===== src/rtl/uart_rx_hold.sv =====
`default_nettype none
// ============================================================================
// Module   : uart_rx_hold
// Brief    : 8N1 UART receiver with a one-byte hold register, frame-error
//            pulse and sticky overrun flag.
// Revision : 1.0
// ============================================================================
module uart_rx_hold #(
  parameter int CLKS_PER_BIT = 87
) (
  input  logic       clk,
  input  logic       rst_n,
  input  logic       i_Rx_Serial,
  input  logic       i_Rx_Next,
  output logic       o_Rx_DV,
  output logic [7:0] o_Rx_Byte,
  output logic       o_Rx_Overrun,
  output logic       o_Rx_FrameErr
);

  localparam int CW = $clog2(CLKS_PER_BIT);
  localparam int HALF = (CLKS_PER_BIT - 1) / 2;
  localparam logic [CW-1:0] HALF_C = HALF[CW-1:0];
  localparam logic [CW-1:0] LAST_C = CW'(CLKS_PER_BIT - 1);

  typedef enum logic [2:0] {
    IDLE    = 3'd0,
    START   = 3'd1,
    DATA    = 3'd2,
    STOP    = 3'd3,
    CLEANUP = 3'd4
  } state_t;

  state_t        state, state_d;
  logic [CW-1:0] cnt, cnt_d;
  logic [2:0]    idx, idx_d;
  logic [7:0]    shift, shift_d;
  logic          sync1, rx_s;
  logic          nxt_q;
  logic          stop_good, stop_bad;
  logic          consume;

  assign consume = i_Rx_Next & ~nxt_q & o_Rx_DV;

  always_ff @(posedge clk) begin
    if (!rst_n) begin
      sync1 <= 1'b1;
      rx_s  <= 1'b1;
      state <= IDLE;
      cnt   <= '0;
      idx   <= '0;
      shift <= '0;
    end else begin
      sync1 <= i_Rx_Serial;
      rx_s  <= sync1;
      state <= state_d;
      cnt   <= cnt_d;
      idx   <= idx_d;
      shift <= shift_d;
    end
  end

  always_comb begin
    state_d   = state;
    cnt_d     = cnt;
    idx_d     = idx;
    shift_d   = shift;
    stop_good = 1'b0;
    stop_bad  = 1'b0;
    case (state)
      IDLE: begin
        cnt_d = '0;
        idx_d = '0;
        if (!rx_s) state_d = START;
      end
      START: begin
        // Re-check the line mid start bit so short low glitches are ignored
        if (cnt == HALF_C) begin
          cnt_d   = '0;
          idx_d   = '0;
          state_d = rx_s ? IDLE : DATA;
        end else begin
          cnt_d = cnt + CW'(1);
        end
      end
      DATA: begin
        if (cnt == LAST_C) begin
          cnt_d        = '0;
          shift_d[idx] = rx_s;
          if (idx == 3'd7) state_d = STOP;
          else             idx_d   = idx + 3'd1;
        end else begin
          cnt_d = cnt + CW'(1);
        end
      end
      STOP: begin
        if (cnt == LAST_C) begin
          cnt_d     = '0;
          stop_good = rx_s;
          stop_bad  = ~rx_s;
          state_d   = CLEANUP;
        end else begin
          cnt_d = cnt + CW'(1);
        end
      end
      CLEANUP: state_d = IDLE;
      default: state_d = IDLE;
    endcase
  end

  // A load in the same cycle as a consume takes priority over the clear
  always_ff @(posedge clk) begin
    if (!rst_n) begin
      nxt_q         <= 1'b0;
      o_Rx_DV       <= 1'b0;
      o_Rx_Byte     <= 8'h00;
      o_Rx_Overrun  <= 1'b0;
      o_Rx_FrameErr <= 1'b0;
    end else begin
      nxt_q         <= i_Rx_Next;
      o_Rx_FrameErr <= stop_bad;
      if (consume) begin
        o_Rx_DV      <= 1'b0;
        o_Rx_Overrun <= 1'b0;
      end
      if (stop_good) begin
        if (!o_Rx_DV || consume) begin
          o_Rx_Byte <= shift;
          o_Rx_DV   <= 1'b1;
        end else begin
          o_Rx_Overrun <= 1'b1;
        end
      end
    end
  end

endmodule
`default_nettype wire


===== config.mk =====
export PLATFORM = sky130hd
export DESIGN_NAME = uart_rx_hold
export DESIGN_NICKNAME = d
export VERILOG_FILES = /design/src/rtl/uart_rx_hold.sv
export SDC_FILE = /design/constraint.sdc
export NUM_CORES = 1
export LEC_CHECK = 0
export BUFFER_PORTS_ARGS = -buffer_cell sky130_fd_sc_hd__buf_2
export CELL_PAD_IN_SITES_DETAIL_PLACEMENT = 0
export CELL_PAD_IN_SITES_GLOBAL_PLACEMENT = 1
export CORE_AREA = 2 2 66 93
export CTS_CLUSTER_DIAMETER = 60
export CTS_CLUSTER_SIZE = 8
export DETAILED_ROUTE_END_ITERATION = 7
export DIE_AREA = 0 0 68 95
export GPL_ROUTABILITY_DRIVEN = 0
export HOLD_SLACK_MARGIN = 0.15
export PLACE_DENSITY = 0.53
export SETUP_SLACK_MARGIN = 0.3
export SYNTH_ARGS = -nofsm -noshare
export SYNTH_HDL_FRONTEND = slang
export SYNTH_SLANG_ARGS = --single-unit

===== constraint.sdc =====
create_clock -name clk -period 1.9 [get_ports clk]
set_input_delay 0.19 -clock clk [delete_from_list [all_inputs] [get_ports clk]]
set_output_delay 0.19 -clock clk [all_outputs]
set_load 0.02 [all_outputs]

==> impl_metrics.csv, run 1 <==
group,metric,value,unit
final_layout,nets,206,
worst_hold_path,hp-class,"input pin to flop",
sta,worstMarginPinSlew,0.479,ns
pwr,p_leak,0.000824,uW
placed_design,post-place-ws,0.203,ns
placed_design,place_area,1830,sq um
floorplan,io_pins,15,
critical_path,cp-end-kind,"flop",
pwr,ir_drop,206,uV
pwr,power.total,1330,uW
sta,fin_ws,0.237,ns
status,status,"finished, final reports clean",
clock_network,cts_tree,"yes",
sta,finalHoldWorstSlack,0.211,ns
sta,rsz0062_at_grt,"true",
floorplan,initial_core_util,29.1,%
drt,wl_per_cell,13.6,um
global_route,grt_max_degree,25,
critical_path,worstSetupPathType,"flop to flop",
critical_path,critPathLaunchType,"flop",
drt,drc_errors,0,
global_route,grt_pass1_vias,1251,
clock_network,cts_buffer_depth,2,
final_layout,stdcell_area,2020,sq um
floorplan,coreArea,5700,sq um
sta,fin_crit,1.66,ns
global_route,grt_usage,13.0,%
clock_network,cts_max_level,2,
sta,max_clock_freq,0.601,GHz
drt,firstDrtPassIters,4,
final_layout,antenna_cells,0,
drt,vias,1293,
global_route,antenna_found_initial,0,
sta,finClkSkew,0.00537,ns
critical_path,crit_path_max_fanout,3,
floorplan,die-width,68,um
final_layout,drive_above_1_share,27.3,%
final_layout,layout-area-overhead-vs-synth,22.1,%
floorplan,fp.dieH,95,um
sta,slew_violations,0,
flow_run,drv_cap,0,
logic_synthesis,postSynth.asyncResetShare,0,%
logic_synthesis,ys_seq_area_share,42.3,%
logic_synthesis,avgSynthCellArea,9.57,sq um
clock_network,ctsRootBufferMaster,"clkbuf_8",
drt,viasPerCell,4.82,
sta,report.final.hold_viol_count,0,
logic_synthesis,ys_ff_latch,35,
global_route,overflow,0,
logic_synthesis,synth_warnings,0,
logic_synthesis,syn-cell-area,1660,sq um
logic_synthesis,synth_edf_count,0,
sta,finalCritPeriodShare,87.5,%
final_layout,fill_cells,585,
placed_design,dp_hpwl,2.65,mm
logic_synthesis,synth_cell_types,44,
final_layout,mostFrequentLayoutCells,"28 x dfxtp_1, 20 x nand2_1, 16 x mux2i_1, 14 x buf_2, 12 x nor2b_1",
clock_network,clk_pin_slew,0.07,ns
drt,ant_nets,0,
global_route,grt_pass1_wl,6.18,mm
floorplan,fp.dieArea,6460,sq um
critical_path,cp.required,2.07,ns
sta,setup_viol,0,
final_layout,final_common_cell,"dfxtp_1",
clock_network,cts_sinks,35,
sta,relSlewSlack,67.8,%
floorplan,placementRows,33,
logic_synthesis,yosys_most_used_dff,"dfxtp_1",
critical_path,critPathArrivalTime,1.84,ns
clock_network,cts_buffers,5,
logic_synthesis,synthCells,173,
clock_network,clk-insertion-delay-late,0.28,ns
drt,wirelength,3.64,mm
logic_synthesis,syn-num-nets,181,
pwr,power_density,660,nW/um^2
drt,drt_first_iter_violations,57,
sta,setup_tns,0,ns
placed_design,numPortBuffers,14,
## state kept, by name, indices dropped and copies added (netlist names), named ones only
name	count
rx_s	1
o_Rx_Byte	8
cnt	7
sync1	1
shift	8
idx	3
state	3
nxt_q	1
o_Rx_DV	1
o_Rx_FrameErr	1
## cell usage after synthesis, types with 3 or more instances
| cell | instances | area share [%] |
|---|---|---|
| dfxtp_1 | 35 | 42 |
| nand2_1 | 21 | 4.8 |
| mux2i_1 | 16 | 9.7 |
| nor2b_1 | 13 | 4.9 |
| nor2_1 | 10 | 2.3 |
| nand4_1 | 8 | 3.0 |
| clkbuf_1 | 5 | 1.1 |
| and3_1 | 4 | 1.5 |
| ha_1 | 4 | 3.0 |
| inv_1 | 4 | 0.91 |
| nand2b_1 | 4 | 1.5 |
| nand4b_1 | 4 | 2.1 |
| nor3b_1 | 4 | 1.8 |
| buf_4 | 3 | 1.4 |
| xor2_1 | 3 | 1.6 |
## cells by family after synthesis
| family | share of synthesized area [%] |
|---|---|
| AOI/OAI and AO/OA | 7.94 |
| xor gates and xnor gates | 2.65 |
| adders and majority gates | 3.02 |
| buffers and inverters | 4.01 |
| DFF | 42.3 |
| muxes | 11.3 |
| and+or+nand+nor | 28.8 |
## metal layers
metal | GRT usage (%) | wire length [um] | vias up
met3 | 2.50 | 88 | 4
li1 | - | - | 657
met2 | 23.2 | 1990 | 18
met5 | 0 | 0 | -
met1 | 13.5 | 1480 | 614
met4 | 8.17 | 74 | 0
## worst max-delay path: stages (launching register included)
cell and delay, ns:
dfxtp_2 0.32, or4b_4 0.54, o31a_1 0.29, and3_4 0.16
mux2_4 0.25
## report_power, final
part	switching [uW]	total, uW	internal (uW)
Clock	265	549	285
Combinational	25.0	43.6	18.6
Sequential	3.95	741	737
Total	294	1330	1040
## worst paths after layout
kind                            depth (start not counted)      to  slack, ns  startpoint
worst min register to register                          1    rx_s       0.41       sync1
worst min-delay path                                    2    rx_s       0.21       rst_n
worst max register to register                          4  idx[0]       0.24      cnt[6]
worst max-delay path                                    4  idx[0]       0.24      cnt[6]
## layout make-up
cell class,instances,area [sq um],share of cell area [%]
Multi-Input combinational cell,124,930,46.0
Sequential cell,35,709,35.1
Timing Repair Buffer,28,191,9.47
Tap cell,70,87.6,4.33
Clock buffer,6,82.6,4.09
Inverter,4,15.0,0.743
Clock inverter,1,5.00,0.248
## metrics by stage
step                      cells  utilization (%)
after floorplan             173                -
after global placement      255             32.1
after detailed placement    255             32.1
after CTS                   267             34.7
after global routing        268             35.5
final                       268             35.5
## timing repair
item	4_1_cts	5_1_grt
endpoints found under the setup margin	7	27
resized for setup	7	10
setup buffers	3	1
pin swaps	1	4
hold endpoints to repair	2	0
hold buffers	2	0
No activity file was read; power rests on OpenSTA's default activity.
==> inputs of run 2 (changes only) <==
==> constraint.sdc (replaced) <==
create_clock -name clk -period 1.7 [get_ports clk]
set_input_delay 0.17 -clock clk [delete_from_list [all_inputs] [get_ports clk]]
set_output_delay 0.17 -clock clk [all_outputs]
set_load 0.02 [all_outputs]
==> impl_metrics.csv, run 2 (synthesized netlist as in run 1, its figures left out) <==
group,metric,value,unit
placed_design,post-place-ws,0.0311,ns
critical_path,r2r_setup_slack,0.03,ns
placed_design,numPortBuffers,14,
critical_path,reg2reg_from,"cnt[6]",
floorplan,fp.dieArea,6460,sq um
global_route,grt_pass1_vias,1349,
pwr,power_density,675,nW/um^2
final_layout,drive_above_1_share,37.5,%
sta,fin_ws,0.0264,ns
worst_hold_path,holdPathEnd,"rx_s",
status,status,"finished, final reports clean",
clock_network,ctsRootBufferMaster,"clkbuf_8",
critical_path,path_cells,"or4b_4, o31a_1, and3_4, mux2_4",
drt,ant_nets,0,
floorplan,placementRows,33,
final_layout,reg_top3,"o_Rx_Byte (8), shift (8), cnt (7)",
global_route,grt_pass1_wl,6.41,mm
global_route,antenna_found_initial,0,
critical_path,critPathArrivalTime,1.84,ns
clock_network,cts_buffers,5,
final_layout,antenna_cells,0,
flow_run,drv_cap,0,
sta,finalHoldWorstSlack,0.407,ns
global_route,grt_max_degree,21,
global_route,overflow,0,
floorplan,fp.dieH,95,um
drt,drc_errors,0,
critical_path,path_buf_inv,0,
critical_path,worstSetupPathType,"flop to flop",
clock_network,cts_tree,"yes",
clock_network,cts_sinks,35,
final_layout,mostFrequentLayoutCells,"28 x dfxtp_1, 20 x nand2_1, 19 x buf_4, 14 x mux2i_1, 13 x buf_2",
drt,viasPerCell,4.90,
critical_path,crit_family,"simple AND/OR/NAND/NOR gates",
final_layout,final_common_cell,"dfxtp_1",
drt,drt_first_iter_violations,63,
drt,wl_per_cell,13.4,um
sta,slew_violations,0,
critical_path,crit_path_max_fanout,3,
final_layout,stdcell_count,286,
drt,vias,1400,
sta,setup_viol,0,
final_layout,layout-area-overhead-vs-synth,37.6,%
final_layout,fill_cells,585,
sta,fin_crit,1.67,ns
placed_design,placedCellCount,259,
critical_path,critPathLaunchType,"flop",
floorplan,io_pins,15,
floorplan,coreArea,5700,sq um
worst_hold_path,holdCritStartpoint,"sync1",
floorplan,initial_core_util,29.1,%
critical_path,cp-end-kind,"flop",
clock_network,clk-insertion-delay-late,0.28,ns
sta,finalCritPeriodShare,98.4,%
final_layout,nets,223,
worst_hold_path,hold_depth,1,
critical_path,slowest_delay,0.54,ns
pwr,ir_drop,320,uV
floorplan,die-width,68,um
clock_network,clk_pin_slew,0.07,ns
critical_path,r2r_cells,4,
global_route,grt_usage,13.2,%
sta,max_clock_freq,0.598,GHz
critical_path,crit_path_start,"cnt[6]",
critical_path,cp.required,1.87,ns
sta,finClkSkew,0.00439,ns
sta,worstMarginPinSlew,0.384,ns
pwr,p_leak,0.000947,uW
placed_design,dp_hpwl,2.74,mm
clock_network,cts_max_level,2,
sta,rsz0062_at_grt,"true",
sta,relSlewSlack,74.3,%
worst_hold_path,hp-class,"flop to flop",
drt,wirelength,3.84,mm
clock_network,cts_buffer_depth,2,
sta,report.final.hold_viol_count,0,
drt,firstDrtPassIters,4,
critical_path,r2r-end,"idx[0]",
critical_path,cp_slowest_cell,"or4b_4",
[run 2: changes by cell type in the layout (fill, tap and decap cells not counted), moves of 2 or more]
cell	before	now
buf_4	9	19
buf_6	3	7
dfxtp_2	7	4
dfxtp_4	0	3
dlygate4sd3_1	2	4
mux2i_1	16	14
mux2i_2	0	2
nor2_1	10	6
nor2_2	0	4
[run 2: what timing repair did]
item                                    4_1_cts  5_1_grt
setup buffers                                 4       11
hold endpoints to repair                      3        0
pin swaps                                     6       16
resized for setup                            10       23
hold buffers                                  4        0
endpoints found under the setup margin       23       30
[run 2: worst max path at each step]
stage	slack (ns)	endpoint	depth (start not counted)
after global placement	0.04	idx[0]	4
after global routing	-0.005	state[0]	5
final	0.03	idx[0]	4
after floorplan	0.08	idx[0]	4
after detailed placement	0.03	idx[0]	4
after CTS	0.03	idx[0]	4
[run 2: metal layers]
metal	routed length (um)	global-route usage, %	share of wire, %
met5	0	0	0
met4	70	4.50	1.8
met2	2070	23.5	54
met1	1610	15.0	42
met3	84	2.86	2.2
[run 2: power breakdown]
| part | total [uW] | internal [uW] | switching [uW] | leakage [uW] |
|---|---|---|---|---|
| Clock | 652 | 370 | 283 | 0.0000515 |
| Sequential | 825 | 820 | 5.18 | 0.000287 |
| Combinational | 60.2 | 28.9 | 31.3 | 0.000608 |
[run 2: area by class of cell]
cell class | count | area, sq um | share of cell area [%]
clock buffers | 8 | 100 | 4.40
inverters | 4 | 15.0 | 0.659
multi-input cells | 124 | 1000 | 44.1
flip-flops and latches | 35 | 717 | 31.5
well taps | 70 | 87.6 | 3.85
repair buffers | 45 | 354 | 15.5
[run 2: worst register-to-register path, cell delays in order (launching register included)]
cell	delay (ns)
dfxtp_2	0.32
or4b_4	0.54
o31a_1	0.28
and3_4	0.17
mux2_4	0.25
[run 2: stage by stage]
stage	instance area (sq um)	power (uW)	util, %	setup TNS (ns)
final	2280	1540	40.0	0
after global routing	2280	1610	40.0	-0.0123
after CTS	2100	1570	36.9	0
after detailed placement	1900	894	33.3	0
after global placement	1900	893	33.3	0
after floorplan	1690	880	-	0
